<file path="src/rtl/cordic_pkg.sv">
// Shared definitions for the CORDIC post-processing blocks.
// Phase scaling is pi = 2^XY_WDT, i.e. 2pi = 2^(PH_WDT-1).
package cordic_pkg;

  typedef enum logic [0:0] {
    NOPREV = 1'b0,
    TRACK  = 1'b1
  } ph_state_t;

  function automatic int ph_wdt_of(input int xy_wdt);
    return xy_wdt + 2;
  endfunction

  function automatic int two_pi_log2_of(input int xy_wdt);
    return xy_wdt + 1;
  endfunction

  function automatic longint pi_of(input int xy_wdt);
    return longint'(1) << xy_wdt;
  endfunction

endpackage

</file>
<file path="src/rtl/cordic_ph_wrap.sv">
// Combinational wrapped phase subtractor: dph = ph_a - ph_b folded into [-pi, pi).
// A difference of exactly +pi comes out as -pi.
module cordic_ph_wrap
  import cordic_pkg::*;
#(
  parameter int PH_WDT = 20
) (
  input  logic signed [PH_WDT-1:0] ph_a,
  input  logic signed [PH_WDT-1:0] ph_b,
  output logic signed [PH_WDT-1:0] dph
);

  logic signed [PH_WDT:0] d_full;
  logic                   unused_d_hi;

  // Keeping only the bits below 2pi is the modulo-2pi fold; the top bits are redundant.
  always_comb begin
    d_full = {ph_a[PH_WDT-1], ph_a} - {ph_b[PH_WDT-1], ph_b};
    dph    = {d_full[PH_WDT-2], d_full[PH_WDT-2:0]};
  end

  assign unused_d_hi = ^d_full[PH_WDT:PH_WDT-1];

endmodule

</file>
<file path="src/rtl/cordic_fm_demod.sv">
// Instantaneous-frequency estimator: wrapped phase increments of squelch-qualified
// CORDIC samples, averaged over blocks of 2^DEC_LOG2 samples.
module cordic_fm_demod
  import cordic_pkg::*;
#(
  parameter int  XY_WDT   = 18,
  parameter int  DEC_LOG2 = 2,
  localparam int PH_WDT   = ph_wdt_of(XY_WDT)
) (
  input  logic                     clk,
  input  logic                     reset,
  input  logic                     sclr,
  input  logic                     en,
  input  logic                     rdy,
  input  logic        [XY_WDT-1:0] mag,
  input  logic signed [PH_WDT-1:0] ph,
  input  logic        [XY_WDT-1:0] sq_thr,
  output logic                     fvld,
  output logic signed [PH_WDT-1:0] freq,
  output logic                     fsq
);

  localparam int              ACC_W    = PH_WDT + DEC_LOG2;
  localparam int              CNT_W    = (DEC_LOG2 > 0) ? DEC_LOG2 : 1;
  localparam logic [CNT_W-1:0] CNT_LAST = CNT_W'((1 << DEC_LOG2) - 1);

  logic                     s1_vld_q, s1_vld_d;
  logic signed [PH_WDT-1:0] s1_ph_q, s1_ph_d;
  logic                     s1_sq_q, s1_sq_d;

  ph_state_t                state_q, state_d;
  logic signed [PH_WDT-1:0] ph_prev_q, ph_prev_d;
  logic                     s2_vld_q, s2_vld_d;
  logic signed [PH_WDT-1:0] s2_dph_q, s2_dph_d;
  logic                     s2_sq_q, s2_sq_d;

  logic        [CNT_W-1:0]  cnt_q, cnt_d;
  logic signed [ACC_W-1:0]  acc_q, acc_d;
  logic                     sqacc_q, sqacc_d;

  logic signed [PH_WDT-1:0] freq_q, freq_d;
  logic                     fsq_q, fsq_d;
  logic                     fvld_q, fvld_d;

  logic signed [PH_WDT-1:0] wrap_dph;
  logic signed [ACC_W-1:0]  dph_ext;
  logic signed [ACC_W-1:0]  acc_sum;
  logic signed [ACC_W-1:0]  acc_shift;
  logic                     sq_sum;

  cordic_ph_wrap #(
    .PH_WDT(PH_WDT)
  ) u_ph_wrap (
    .ph_a (s1_ph_q),
    .ph_b (ph_prev_q),
    .dph  (wrap_dph)
  );

  // sclr beats everything; en low freezes state but still lets fvld fall.
  always_comb begin
    s1_vld_d  = s1_vld_q;
    s1_ph_d   = s1_ph_q;
    s1_sq_d   = s1_sq_q;
    state_d   = state_q;
    ph_prev_d = ph_prev_q;
    s2_vld_d  = s2_vld_q;
    s2_dph_d  = s2_dph_q;
    s2_sq_d   = s2_sq_q;
    cnt_d     = cnt_q;
    acc_d     = acc_q;
    sqacc_d   = sqacc_q;
    freq_d    = freq_q;
    fsq_d     = fsq_q;
    fvld_d    = 1'b0;
    dph_ext   = ACC_W'(s2_dph_q);
    acc_sum   = (cnt_q == '0) ? dph_ext : acc_q + dph_ext;
    sq_sum    = (cnt_q == '0) ? s2_sq_q : (sqacc_q | s2_sq_q);
    acc_shift = acc_sum >>> DEC_LOG2;

    if (sclr) begin
      s1_vld_d  = 1'b0;
      s1_ph_d   = '0;
      s1_sq_d   = 1'b0;
      state_d   = NOPREV;
      ph_prev_d = '0;
      s2_vld_d  = 1'b0;
      s2_dph_d  = '0;
      s2_sq_d   = 1'b0;
      cnt_d     = '0;
      acc_d     = '0;
      sqacc_d   = 1'b0;
      freq_d    = '0;
      fsq_d     = 1'b0;
    end else if (en) begin
      s1_vld_d = rdy;
      if (rdy) begin
        s1_ph_d = ph;
        s1_sq_d = (mag < sq_thr);
      end

      // A squelched sample, or one with no trusted predecessor, contributes zero.
      s2_vld_d = s1_vld_q;
      if (s1_vld_q) begin
        s2_dph_d  = (s1_sq_q || (state_q == NOPREV)) ? '0 : wrap_dph;
        s2_sq_d   = s1_sq_q;
        ph_prev_d = s1_ph_q;
        state_d   = s1_sq_q ? NOPREV : TRACK;
      end

      if (s2_vld_q) begin
        acc_d   = acc_sum;
        sqacc_d = sq_sum;
        if (cnt_q == CNT_LAST) begin
          cnt_d  = '0;
          freq_d = PH_WDT'(acc_shift);
          fsq_d  = sq_sum;
          fvld_d = 1'b1;
        end else begin
          cnt_d = cnt_q + CNT_W'(1);
        end
      end
    end
  end

  always_ff @(posedge clk or negedge reset) begin
    if (!reset) begin
      s1_vld_q  <= 1'b0;
      s1_ph_q   <= '0;
      s1_sq_q   <= 1'b0;
      state_q   <= NOPREV;
      ph_prev_q <= '0;
      s2_vld_q  <= 1'b0;
      s2_dph_q  <= '0;
      s2_sq_q   <= 1'b0;
      cnt_q     <= '0;
      acc_q     <= '0;
      sqacc_q   <= 1'b0;
      freq_q    <= '0;
      fsq_q     <= 1'b0;
      fvld_q    <= 1'b0;
    end else begin
      s1_vld_q  <= s1_vld_d;
      s1_ph_q   <= s1_ph_d;
      s1_sq_q   <= s1_sq_d;
      state_q   <= state_d;
      ph_prev_q <= ph_prev_d;
      s2_vld_q  <= s2_vld_d;
      s2_dph_q  <= s2_dph_d;
      s2_sq_q   <= s2_sq_d;
      cnt_q     <= cnt_d;
      acc_q     <= acc_d;
      sqacc_q   <= sqacc_d;
      freq_q    <= freq_d;
      fsq_q     <= fsq_d;
      fvld_q    <= fvld_d;
    end
  end

  assign fvld = fvld_q;
  assign freq = freq_q;
  assign fsq  = fsq_q;

endmodule

</file>
<file path="config.mk">
export PLATFORM = sky130hd
export DESIGN_NAME = cordic_fm_demod
export DESIGN_NICKNAME = d
export VERILOG_FILES = /design/src/rtl/cordic_pkg.sv /design/src/rtl/cordic_ph_wrap.sv /design/src/rtl/cordic_fm_demod.sv
export SDC_FILE = /design/constraint.sdc
export NUM_CORES = 1
export LEC_CHECK = 0
export BUFFER_PORTS_ARGS = -buffer_cell sky130_fd_sc_hd__buf_4
export CAP_MARGIN = 20
export CORE_MARGIN = 4
export CORE_UTILIZATION = 35
export CTS_CLUSTER_DIAMETER = 30
export CTS_CLUSTER_SIZE = 14
export DETAILED_ROUTE_END_ITERATION = 10
export HOLD_SLACK_MARGIN = 0.03
export PLACE_DENSITY = 0.51
export SETUP_SLACK_MARGIN = 0.1
export SYNTH_ARGS = -nofsm -noshare
export SYNTH_HDL_FRONTEND = slang
export SYNTH_SLANG_ARGS = --single-unit
export TNS_END_PERCENT = 30
</file>
<file path="constraint.sdc">
create_clock -name clk -period 2.49 [get_ports clk]
set_input_delay 0.1245 -clock clk [delete_from_list [all_inputs] [get_ports clk]]
set_output_delay 0.1245 -clock clk [all_outputs]
set_load 0.03 [all_outputs]
</file>
==> impl_metrics.prom, run 1 <==
# TYPE chip_impl_metric gauge
chip_impl_info{name="outcome",value="finished clean"} 1
chip_impl_metric{name="synth_compound_gate_area_share",unit="%"} 26.19
chip_impl_metric{name="layout.nets",unit=""} 995
chip_impl_metric{name="ff_latch_area",unit="sq um"} 2728
chip_impl_metric{name="grt_first_pass_wirelength",unit="um"} 30660
chip_impl_metric{name="final.setup_skew",unit="ns"} 0.009548
chip_impl_metric{name="p_switching",unit="mW"} 1.111
chip_impl_metric{name="timing_hold_violations_final",unit=""} 0
chip_impl_metric{name="layout.cell_area.non_filler",unit="sq um"} 8700
chip_impl_info{name="crit_top_cell",value="sky130_fd_sc_hd__a21oi_1"} 1
chip_impl_metric{name="layoutNonFillerInstCount",unit=""} 1144
chip_impl_metric{name="critPathMaxFanout",unit=""} 4
chip_impl_metric{name="dpl-instance-area",unit="sq um"} 8019
chip_impl_info{name="crit_path_top_delay_cell",value="sky130_fd_sc_hd__dfrtp_1"} 1
chip_impl_metric{name="p_clk_share",unit="%"} 34.6
chip_impl_metric{name="route.vias.total",unit=""} 5903
chip_impl_metric{name="muxShareOfSynthArea",unit="%"} 1.046
chip_impl_metric{name="first_global_vias",unit=""} 5952
chip_impl_metric{name="synthCells",unit=""} 759
chip_impl_metric{name="fmaxAchievable",unit="MHz"} 425.0
chip_impl_metric{name="period_needed",unit="ns"} 2.353
chip_impl_metric{name="synth_edf_count",unit=""} 0
chip_impl_metric{name="critical_path.max_stage_delay",unit="ns"} 0.41
chip_impl_metric{name="max-vdd-ir-drop",unit="V"} 0.0003147
chip_impl_metric{name="timing.final.crit_share",unit="%"} 94.50
chip_impl_metric{name="relSlewSlack",unit="%"} 50.54
chip_impl_metric{name="dp.final_hpwl",unit="um"} 14070
chip_impl_metric{name="clock_insertion_delay_worst_skew",unit="ns"} 0.36
chip_impl_metric{name="dp_slack",unit="ns"} -0.1679
chip_impl_metric{name="drive_gt1_share",unit="%"} 21.96
chip_impl_metric{name="arrival_time_of_the_worst_setup_path",unit="ns"} 2.57
chip_impl_info{name="route.top_layer_used",value="met4"} 1
chip_impl_metric{name="amount_of_wire_on_met3_after_detailed_routing",unit="um"} 643
chip_impl_info{name="yosysMostFrequentCell",value="sky130_fd_sc_hd__dfrtp_1"} 1
chip_impl_metric{name="detail_route.drc_violations",unit=""} 0
chip_impl_metric{name="final.setup.tns",unit="ns"} 0
chip_impl_metric{name="transition_time_at_the_pin_with_the_least_slew_margin",unit="ns"} 0.7419
chip_impl_metric{name="n_fill_cell",unit=""} 1923
chip_impl_metric{name="cp.buffers_inverters",unit=""} 1
chip_impl_metric{name="total_leakage_power",unit="nW"} 4.109
chip_impl_metric{name="p_int",unit="mW"} 2.819
chip_impl_metric{name="switching_share",unit="%"} 28.26
chip_impl_metric{name="pin_count",unit=""} 83
chip_impl_metric{name="pwr-share-seq",unit="%"} 47.0
chip_impl_info{name="synth.top_cells.by_area",value="sky130_fd_sc_hd__dfrtp_1, sky130_fd_sc_hd__ha_1, sky130_fd_sc_hd__nand2_1"} 1
chip_impl_info{name="netlist_top_cells_count",value="sky130_fd_sc_hd__dfrtp_1, sky130_fd_sc_hd__nand2_1, sky130_fd_sc_hd__ha_1, sky130_fd_sc_hd__o21ai_0, sky130_fd_sc_hd__inv_1"} 1
chip_impl_metric{name="post_synth.cell_area_avg",unit="sq um"} 9.141
chip_impl_metric{name="synth_top_area_share",unit="%"} 39.31
chip_impl_metric{name="placement_row_count",unit=""} 51
chip_impl_info{name="timing.critical_path.to_type",value="flip-flop"} 1
chip_impl_metric{name="synth-xor-area-share",unit="%"} 3.661
chip_impl_metric{name="insertedDiodeCount",unit=""} 0
chip_impl_metric{name="clockBufferDepth",unit=""} 2
chip_impl_metric{name="cts_num_sinks",unit=""} 109
chip_impl_metric{name="final_max_slew_violation_count",unit=""} 0
chip_impl_metric{name="synthArstFlopShare",unit="%"} 100.0
chip_impl_metric{name="core_region_area",unit="sq um"} 19460
chip_impl_metric{name="cts_htree_levels",unit=""} 3
chip_impl_metric{name="avgViaCountPerCell",unit=""} 5.160
chip_impl_info{name="holdCritPathClass",value="input pin to flip-flop"} 1
chip_impl_info{name="crit_family",value="compound AO/OA/AOI/OAI gates"} 1
chip_impl_info{name="synthDominantAreaCellType",value="sky130_fd_sc_hd__dfrtp_1"} 1
chip_impl_metric{name="drt-wirelength-per-cell",unit="um"} 16.26
chip_impl_metric{name="die_height",unit="um"} 148.8
chip_impl_metric{name="multi_input_comb_area",unit="sq um"} 4078
chip_impl_metric{name="pwr-share-comb",unit="%"} 18.4
chip_impl_metric{name="met2WireLength",unit="um"} 8761
chip_impl_metric{name="die_area",unit="sq um"} 22140
chip_impl_metric{name="yosys.area_share.adder",unit="%"} 11.04
chip_impl_info{name="synthFlopType",value="sky130_fd_sc_hd__dfrtp_1"} 1
chip_impl_metric{name="yosys_warning_count",unit=""} 0
chip_impl_metric{name="synth.lib_cells_used.distinct",unit=""} 62
chip_impl_info{name="synth_top_family_by_area",value="compound AO/OA/AOI/OAI gates"} 1
chip_impl_metric{name="worst_path_required_time",unit="ns"} 2.71
chip_impl_metric{name="met1_length",unit="um"} 8981
chip_impl_metric{name="grt_antenna_before_repair",unit=""} 0
chip_impl_metric{name="post_synth_instance_area",unit="sq um"} 6938
chip_impl_metric{name="max_cap_violations",unit=""} 0
chip_impl_metric{name="syn_nets",unit=""} 880
chip_impl_metric{name="starting_density_of_the_core",unit="%"} 35.65
chip_impl_metric{name="final_core_util",unit="%"} 44.70
chip_impl_metric{name="grt_usage",unit="%"} 17.19
chip_impl_info{name="cts_root_buffer",value="sky130_fd_sc_hd__clkbuf_16"} 1
chip_impl_metric{name="cts-buffers-inserted",unit=""} 9
chip_impl_metric{name="place_inst",unit=""} 1105
chip_impl_info{name="clock_tree_from_tritoncts",value="yes"} 1
chip_impl_metric{name="drt_first_iter_violations",unit=""} 297
chip_impl_metric{name="grt_start_max_net_pins",unit=""} 50
chip_impl_info{name="timing.critical_path.from_type",value="flip-flop"} 1
chip_impl_info{name="worst-setup-path-type",value="flip-flop to flip-flop"} 1
chip_impl_metric{name="buffer_ports.inserted",unit=""} 81
chip_impl_metric{name="syn_to_final_growth",unit="%"} 25.39
chip_impl_metric{name="setup_viol_count_final",unit=""} 0
chip_impl_metric{name="drt-total-wl",unit="um"} 18600
chip_impl_info{name="series_of_cell_instances_along_the_critical_path",value="ha_1 > a21o_1 > a21oi_1 > a21oi_1 > o41ai_2 > buf_4 > o221ai_1 > xnor2_1 > o21ai_0"} 1
chip_impl_metric{name="routabilityCongestion",unit=""} 0.8812
chip_impl_metric{name="synth.ff_latch_count",unit=""} 109
chip_impl_metric{name="global_route.overflow_total",unit=""} 0
chip_impl_metric{name="post_synth_and_or_nand_nor_area_fraction",unit="%"} 14.12
chip_impl_metric{name="powerDensity",unit="nW/um^2"} 451.7
chip_impl_metric{name="drt_pass1_iterations",unit=""} 5
chip_impl_metric{name="detail-route-antenna-nets",unit=""} 0
chip_impl_metric{name="final_critical_path_setup_slack",unit="ns"} 0.1369
chip_impl_metric{name="fp.dieW",unit="um"} 148.8
chip_impl_metric{name="cts.reportedPaths.clkPinSlew",unit="ns"} 0.07
chip_impl_info{name="unrepaired_setup_endpoints_after_global_routing",value="true"} 1
chip_impl_metric{name="yosysSeqAreaShare",unit="%"} 39.31
## worst paths after layout
path / cells past startpoint / end / slack, ns / start
max reg2reg: 9 / s2_dph_q[17] / 0.14 / s1_ph_q[3]
min: 3 / s1_vld_q / 0.06 / rdy
min reg2reg: 2 / fsq / 0.47 / fsq
max in group asynchronous: 3 / acc_q[5] / 1.33 / reset
min in group asynchronous: 2 / freq[2] / 0.34 / reset
max: 9 / s2_dph_q[17] / 0.14 / s1_ph_q[3]
## per-layer routing
metal / global-route usage, % / up-vias
met1: 23.51 / 2810
met2: 28.44 / 93
li1: - / 2982
met3: 3.282 / 18
met5: 0 / -
met4: 3.936 / 0
## layout make-up
type	instances	share of cell area, %
Tap cell	265	3.811
Sequential cell	109	31.35
Timing Repair Buffer	139	12.71
Multi-Input combinational cell	566	46.87
Clock buffer	9	2.589
Clock inverter	7	0.5465
Inverter	49	2.114
## worst reg2reg max path: cells and delay by family (launching register included)
family	cells	cell delay, ns
compound gates	6	1.07
flops	1	0.41
fa+ha+maj	1	0.37
xor+xnor	1	0.20
buf+inv	1	0.18
## kinds of logic after synthesis
group | Yosys count
simple gates | 216
buf+inv | 84
fa+ha+maj | 60
mux | 7
compound gates | 254
xor+xnor | 29
flops | 109
## cell usage in the layout, fill, tap and decap left out, types with 3 or more instances in the layout
cell                            Yosys  final
sky130_fd_sc_hd__o21bai_1           5      5
sky130_fd_sc_hd__ha_1              58     53
sky130_fd_sc_hd__ha_2               0      4
sky130_fd_sc_hd__nor3_1            13     12
sky130_fd_sc_hd__nor2b_1           10      9
sky130_fd_sc_hd__a211oi_1          11      5
sky130_fd_sc_hd__dfrtp_1          109    109
sky130_fd_sc_hd__nand4_1           10     10
sky130_fd_sc_hd__buf_4              0    118
sky130_fd_sc_hd__nand3_1           10      9
sky130_fd_sc_hd__a21o_1            23     23
sky130_fd_sc_hd__and2_1             4      4
sky130_fd_sc_hd__nand2_1          100    100
sky130_fd_sc_hd__a211oi_2           4     10
sky130_fd_sc_hd__inv_1             49     49
sky130_fd_sc_hd__o21ai_0           55     52
sky130_fd_sc_hd__xnor2_1           19     17
sky130_fd_sc_hd__clkinv_2           0      3
sky130_fd_sc_hd__o31ai_1           12     11
sky130_fd_sc_hd__clkbuf_16          0      9
sky130_fd_sc_hd__a21oi_2            4      8
sky130_fd_sc_hd__o21ai_1            7      9
sky130_fd_sc_hd__o211ai_1           4      4
sky130_fd_sc_hd__o21a_1             8      8
sky130_fd_sc_hd__a22o_1            41     41
sky130_fd_sc_hd__nand2b_1           6      6
sky130_fd_sc_hd__mux2i_1            5      5
sky130_fd_sc_hd__a31oi_1            7      7
sky130_fd_sc_hd__a21oi_1           46     41
sky130_fd_sc_hd__xor2_1            10     10
sky130_fd_sc_hd__nor2_1            46     44
sky130_fd_sc_hd__dlygate4sd3_1      0     20
## power groups by stage
stage / sequential [mW] / combinational [mW] / clock, mW
final: 1.84 / 0.725 / 1.36
after global routing: 1.85 / 0.810 / 1.49
after CTS: 1.85 / 0.709 / 1.42
after detailed placement: 1.88 / 0.683 / 0
after global placement: 1.88 / 0.666 / 0
after floorplan: 1.89 / 0.407 / 0
## sequential cells by signal (all words and copies together) (netlist names)
name and count:
acc_q 22, cnt_q 2, freq 20, fsq 1, fvld 1, ph_prev_q 19
s1_ph_q 19, s1_sq_q 1, s1_vld_q 1, s2_dph_q 19, s2_sq_q 1, s2_vld_q 1
sqacc_q 1, state_q 1
## stage by stage
stage / total power [mW] / hold slack, ns
3_5_place_dp: 2.563 / 0.2249
5_1_grt: 4.152 / 0.06192
4_1_cts: 3.975 / 0.04134
3_3_place_gp: 2.546 / 0.2093
2_1_floorplan: 2.294 / -0.1711
6_report: 3.930 / 0.05836
## repair_timing
action | 4_1_cts | 5_1_grt
endpoints found under the setup margin | 18 | 35
pin swaps | 8 | 15
buffers inserted | 1 | 2
endpoints found under the hold margin | 66 | 0
gates resized for setup | 4 | 36
hold buffers | 20 | 0
Note: power is estimated with default switching activity, not from simulation.
==> run 2: changes to the inputs <==
--- a/config.mk
+++ b/config.mk
@@ -7,13 +7,15 @@
 export LEC_CHECK = 0
 export BUFFER_PORTS_ARGS = -buffer_cell sky130_fd_sc_hd__buf_4
 export CAP_MARGIN = 20
+export CELL_PAD_IN_SITES_DETAIL_PLACEMENT = 1
+export CELL_PAD_IN_SITES_GLOBAL_PLACEMENT = 1
 export CORE_MARGIN = 4
-export CORE_UTILIZATION = 35
+export CORE_UTILIZATION = 41
 export CTS_CLUSTER_DIAMETER = 30
 export CTS_CLUSTER_SIZE = 14
 export DETAILED_ROUTE_END_ITERATION = 10
 export HOLD_SLACK_MARGIN = 0.03
-export PLACE_DENSITY = 0.51
+export PLACE_DENSITY = 0.74
 export SETUP_SLACK_MARGIN = 0.1
 export SYNTH_ARGS = -nofsm -noshare
 export SYNTH_HDL_FRONTEND = slang
==> run 2 against run 1 <==
  * Final cell count down 2.9%
  * Utilization up 8.4 points
  * Combinational power up 3.9%
  * First-iteration DRC count down 15%
  * Sequential power about the same
  * Clock-buffer cell count up 1
  * Fmax down 1.2%
  * Critical path depth up 1
  * Clock skew about the same
==> impl_metrics.prom, run 2 (same netlist as run 1, synthesis figures left out) <==
# TYPE chip_impl_metric gauge
chip_impl_info{name="outcome",value="finished clean"} 1
chip_impl_info{name="clock_tree_from_tritoncts",value="yes"} 1
chip_impl_metric{name="dp.final_hpwl",unit="um"} 15870
chip_impl_metric{name="final.setup_skew",unit="ns"} 0.009522
chip_impl_metric{name="starting_density_of_the_core",unit="%"} 41.84
chip_impl_metric{name="insertedDiodeCount",unit=""} 0
chip_impl_metric{name="fmaxAchievable",unit="MHz"} 420.0
chip_impl_metric{name="critical_path_cell_count",unit=""} 10
chip_impl_metric{name="die_area",unit="sq um"} 19070
chip_impl_info{name="cts_root_buffer",value="sky130_fd_sc_hd__clkbuf_16"} 1
chip_impl_metric{name="drt-wirelength-per-cell",unit="um"} 18.41
chip_impl_info{name="commonest_non_fill_non_tap_cell_in_the_layout",value="sky130_fd_sc_hd__buf_4"} 1
chip_impl_info{name="series_of_cell_instances_along_the_critical_path",value="ha_2 > fa_2 > a211oi_2 > o21bai_2 > a21oi_2 > o41ai_4 > buf_4 > a211oi_2 > a31oi_2 > a31oi_1"} 1
chip_impl_metric{name="global_route.overflow_total",unit=""} 0
chip_impl_metric{name="grt_antenna_before_repair",unit=""} 0
chip_impl_metric{name="groute.layer.met3.usage",unit="%"} 2.797
chip_impl_metric{name="worst_r2r_path_depth",unit=""} 10
chip_impl_metric{name="fp.dieW",unit="um"} 138.1
chip_impl_metric{name="timing.final.crit_share",unit="%"} 95.62
chip_impl_metric{name="grt_first_pass_wirelength",unit="um"} 33330
chip_impl_info{name="timing.critical_path.to_type",value="flip-flop"} 1
chip_impl_metric{name="setup_viol_count_final",unit=""} 0
chip_impl_metric{name="first_global_vias",unit=""} 6619
chip_impl_metric{name="clock_insertion_delay_worst_skew",unit="ns"} 0.36
chip_impl_metric{name="drt_first_iter_violations",unit=""} 251
chip_impl_metric{name="grt_start_max_net_pins",unit=""} 73
chip_impl_metric{name="detail_route.drc_violations",unit=""} 0
chip_impl_metric{name="ff_latch_area",unit="sq um"} 2729
chip_impl_metric{name="cts_num_sinks",unit=""} 109
chip_impl_metric{name="pin_count",unit=""} 83
chip_impl_metric{name="cts-buffers-inserted",unit=""} 9
chip_impl_info{name="unrepaired_setup_endpoints_after_global_routing",value="true"} 1
chip_impl_metric{name="number_of_instances_on_the_worst_hold_path",unit=""} 3
chip_impl_metric{name="max-vdd-ir-drop",unit="V"} 0.0003357
chip_impl_metric{name="arrival_time_of_the_worst_setup_path",unit="ns"} 2.66
chip_impl_metric{name="syn_to_final_growth",unit="%"} 26.91
chip_impl_info{name="global_route.peak_usage_layer",value="met2"} 1
chip_impl_metric{name="critPathMaxFanout",unit=""} 3
chip_impl_metric{name="multi_input_comb_area",unit="sq um"} 4130
chip_impl_metric{name="cts_htree_levels",unit=""} 3
chip_impl_metric{name="placement_row_count",unit=""} 47
chip_impl_metric{name="design_power_total",unit="mW"} 3.985
chip_impl_info{name="final_cell_mix",value="sky130_fd_sc_hd__buf_4, sky130_fd_sc_hd__dfrtp_1, sky130_fd_sc_hd__nand2_1"} 1
chip_impl_metric{name="core_region_area",unit="sq um"} 16580
chip_impl_metric{name="drt_pass1_iterations",unit=""} 4
chip_impl_metric{name="die_height",unit="um"} 138.1
chip_impl_metric{name="transition_time_at_the_pin_with_the_least_slew_margin",unit="ns"} 0.7300
chip_impl_info{name="crit_top_cell",value="sky130_fd_sc_hd__a211oi_2"} 1
chip_impl_metric{name="total_leakage_power",unit="nW"} 4.179
chip_impl_metric{name="grt_usage",unit="%"} 21.12
chip_impl_metric{name="max_cap_violations",unit=""} 0
chip_impl_metric{name="clockBufferDepth",unit=""} 2
chip_impl_metric{name="route.vias.total",unit=""} 6143
chip_impl_metric{name="powerDensity",unit="nW/um^2"} 452.6
chip_impl_info{name="largest-register",value="acc_q"} 1
chip_impl_metric{name="largest_reg_flops",unit=""} 22
chip_impl_metric{name="avgViaCountPerCell",unit=""} 5.529
chip_impl_metric{name="timing_hold_violations_final",unit=""} 0
chip_impl_metric{name="layout.nets",unit=""} 1008
chip_impl_metric{name="drive_gt1_share",unit="%"} 24.13
chip_impl_metric{name="drt-total-wl",unit="um"} 20460
chip_impl_metric{name="dpl-instance-area",unit="sq um"} 8045
chip_impl_info{name="timing.critical_path.from_type",value="flip-flop"} 1
chip_impl_metric{name="n_fill_cell",unit=""} 1918
chip_impl_metric{name="period_needed",unit="ns"} 2.381
chip_impl_metric{name="cts.reportedPaths.clkPinSlew",unit="ns"} 0.07
chip_impl_metric{name="final_max_slew_violation_count",unit=""} 0
chip_impl_metric{name="detail-route-antenna-nets",unit=""} 0
chip_impl_metric{name="routabilityCongestion",unit=""} 0.8850
chip_impl_metric{name="relSlewSlack",unit="%"} 51.33
chip_impl_info{name="crit_family",value="compound AO/OA/AOI/OAI gates"} 1
chip_impl_metric{name="layout.cell_area.non_filler",unit="sq um"} 8805
chip_impl_metric{name="cp.buffers_inverters",unit=""} 1
chip_impl_metric{name="grt_util_met2",unit="%"} 37.59
chip_impl_info{name="crit_path_top_delay_cell",value="sky130_fd_sc_hd__dfrtp_1"} 1
chip_impl_metric{name="critical_path.max_stage_delay",unit="ns"} 0.39
chip_impl_metric{name="buffer_ports.inserted",unit=""} 81
chip_impl_info{name="worst-setup-path-type",value="flip-flop to flip-flop"} 1
chip_impl_info{name="holdCritPathClass",value="input pin to flip-flop"} 1
chip_impl_metric{name="worst_path_required_time",unit="ns"} 2.77
chip_impl_metric{name="global_route.usage.met1",unit="%"} 27.43
run 2: cell types whose count changed in the layout (fill, tap and decap cells not counted), sizes merged:
| cell | previous run | this run |
|---|---|---|
| inv | 51 | 52 |
| clkinv | 3 | 2 |
| clkbuf | 9 | 10 |
| clkinvlp | 2 | 0 |
| buf | 119 | 132 |
run 2: repair_timing:
action | in CTS | in global routing
hold endpoints to repair | 56 | 0
pin swaps | 21 | 24
setup buffers | 4 | 1
gates resized for setup | 17 | 37
hold buffers | 20 | 0
endpoints found under the setup margin | 28 | 34
run 2: stage by stage:
stage | instances | setup WS, ns | utilization (%) | hold slack [ns] | TNS [ns]
6_report | 1111 | 0.1090 | 53.09 | 0.04835 | 0
5_1_grt | 1111 | 0.003399 | 53.09 | 0.06669 | 0
4_1_cts | 1110 | 0.06776 | 52.04 | 0.04201 | 0
3_5_place_dp | 1071 | -0.1983 | 48.51 | 0.1374 | -1.295
3_3_place_gp | 1071 | -0.1887 | 48.51 | 0.1359 | -0.9465
2_1_floorplan | 759 | 0.07315 | - | -0.1711 | 0
run 2: cell type report:
| cell class | instances | area share (%) |
|---|---|---|
| Multi-Input combinational cell | 566 | 46.91 |
| Timing Repair Buffer | 152 | 13.80 |
| Clock buffer | 10 | 2.601 |
| Sequential cell | 109 | 30.99 |
| Clock inverter | 5 | 0.4832 |
| Inverter | 49 | 2.089 |
| Tap cell | 220 | 3.126 |
run 2: path summary, 6_finish.rpt:
kind                       slack (ns)           end     start
hold reg to reg                  0.48       freq[0]   freq[0]
setup reg to reg                 0.11      freq[14]  acc_q[0]
setup / recovery                 0.11      freq[14]  acc_q[0]
hold / removal                   0.05      s1_vld_q       rdy
max in group asynchronous        1.42  s2_dph_q[18]     reset
min in group asynchronous        0.28      acc_q[2]     reset
run 2: tightest hold or removal path: stages:
cell and delay, ns:
sky130_fd_sc_hd__buf_4 0.10, sky130_fd_sc_hd__mux2i_1 0.06, sky130_fd_sc_hd__nor2_1 0.08
run 2: power by group:
group / internal (mW) / leakage [nW] / total, mW / switching (mW)
combinational: 0.338 / 2.55 / 0.753 / 0.415
sequential: 1.81 / 1.49 / 1.84 / 0.0349
clock: 0.690 / 0.135 / 1.39 / 0.697
total: 2.84 / 4.18 / 3.98 / 1.15
run 2: metal layers:
| layer | up-vias | part of all wire (%) |
|---|---|---|
| met5 | - | 0 |
| met4 | 0 | 1.3 |
| li1 | 2991 | - |
| met1 | 3012 | 45 |
| met3 | 22 | 3.5 |
| met2 | 118 | 50 |
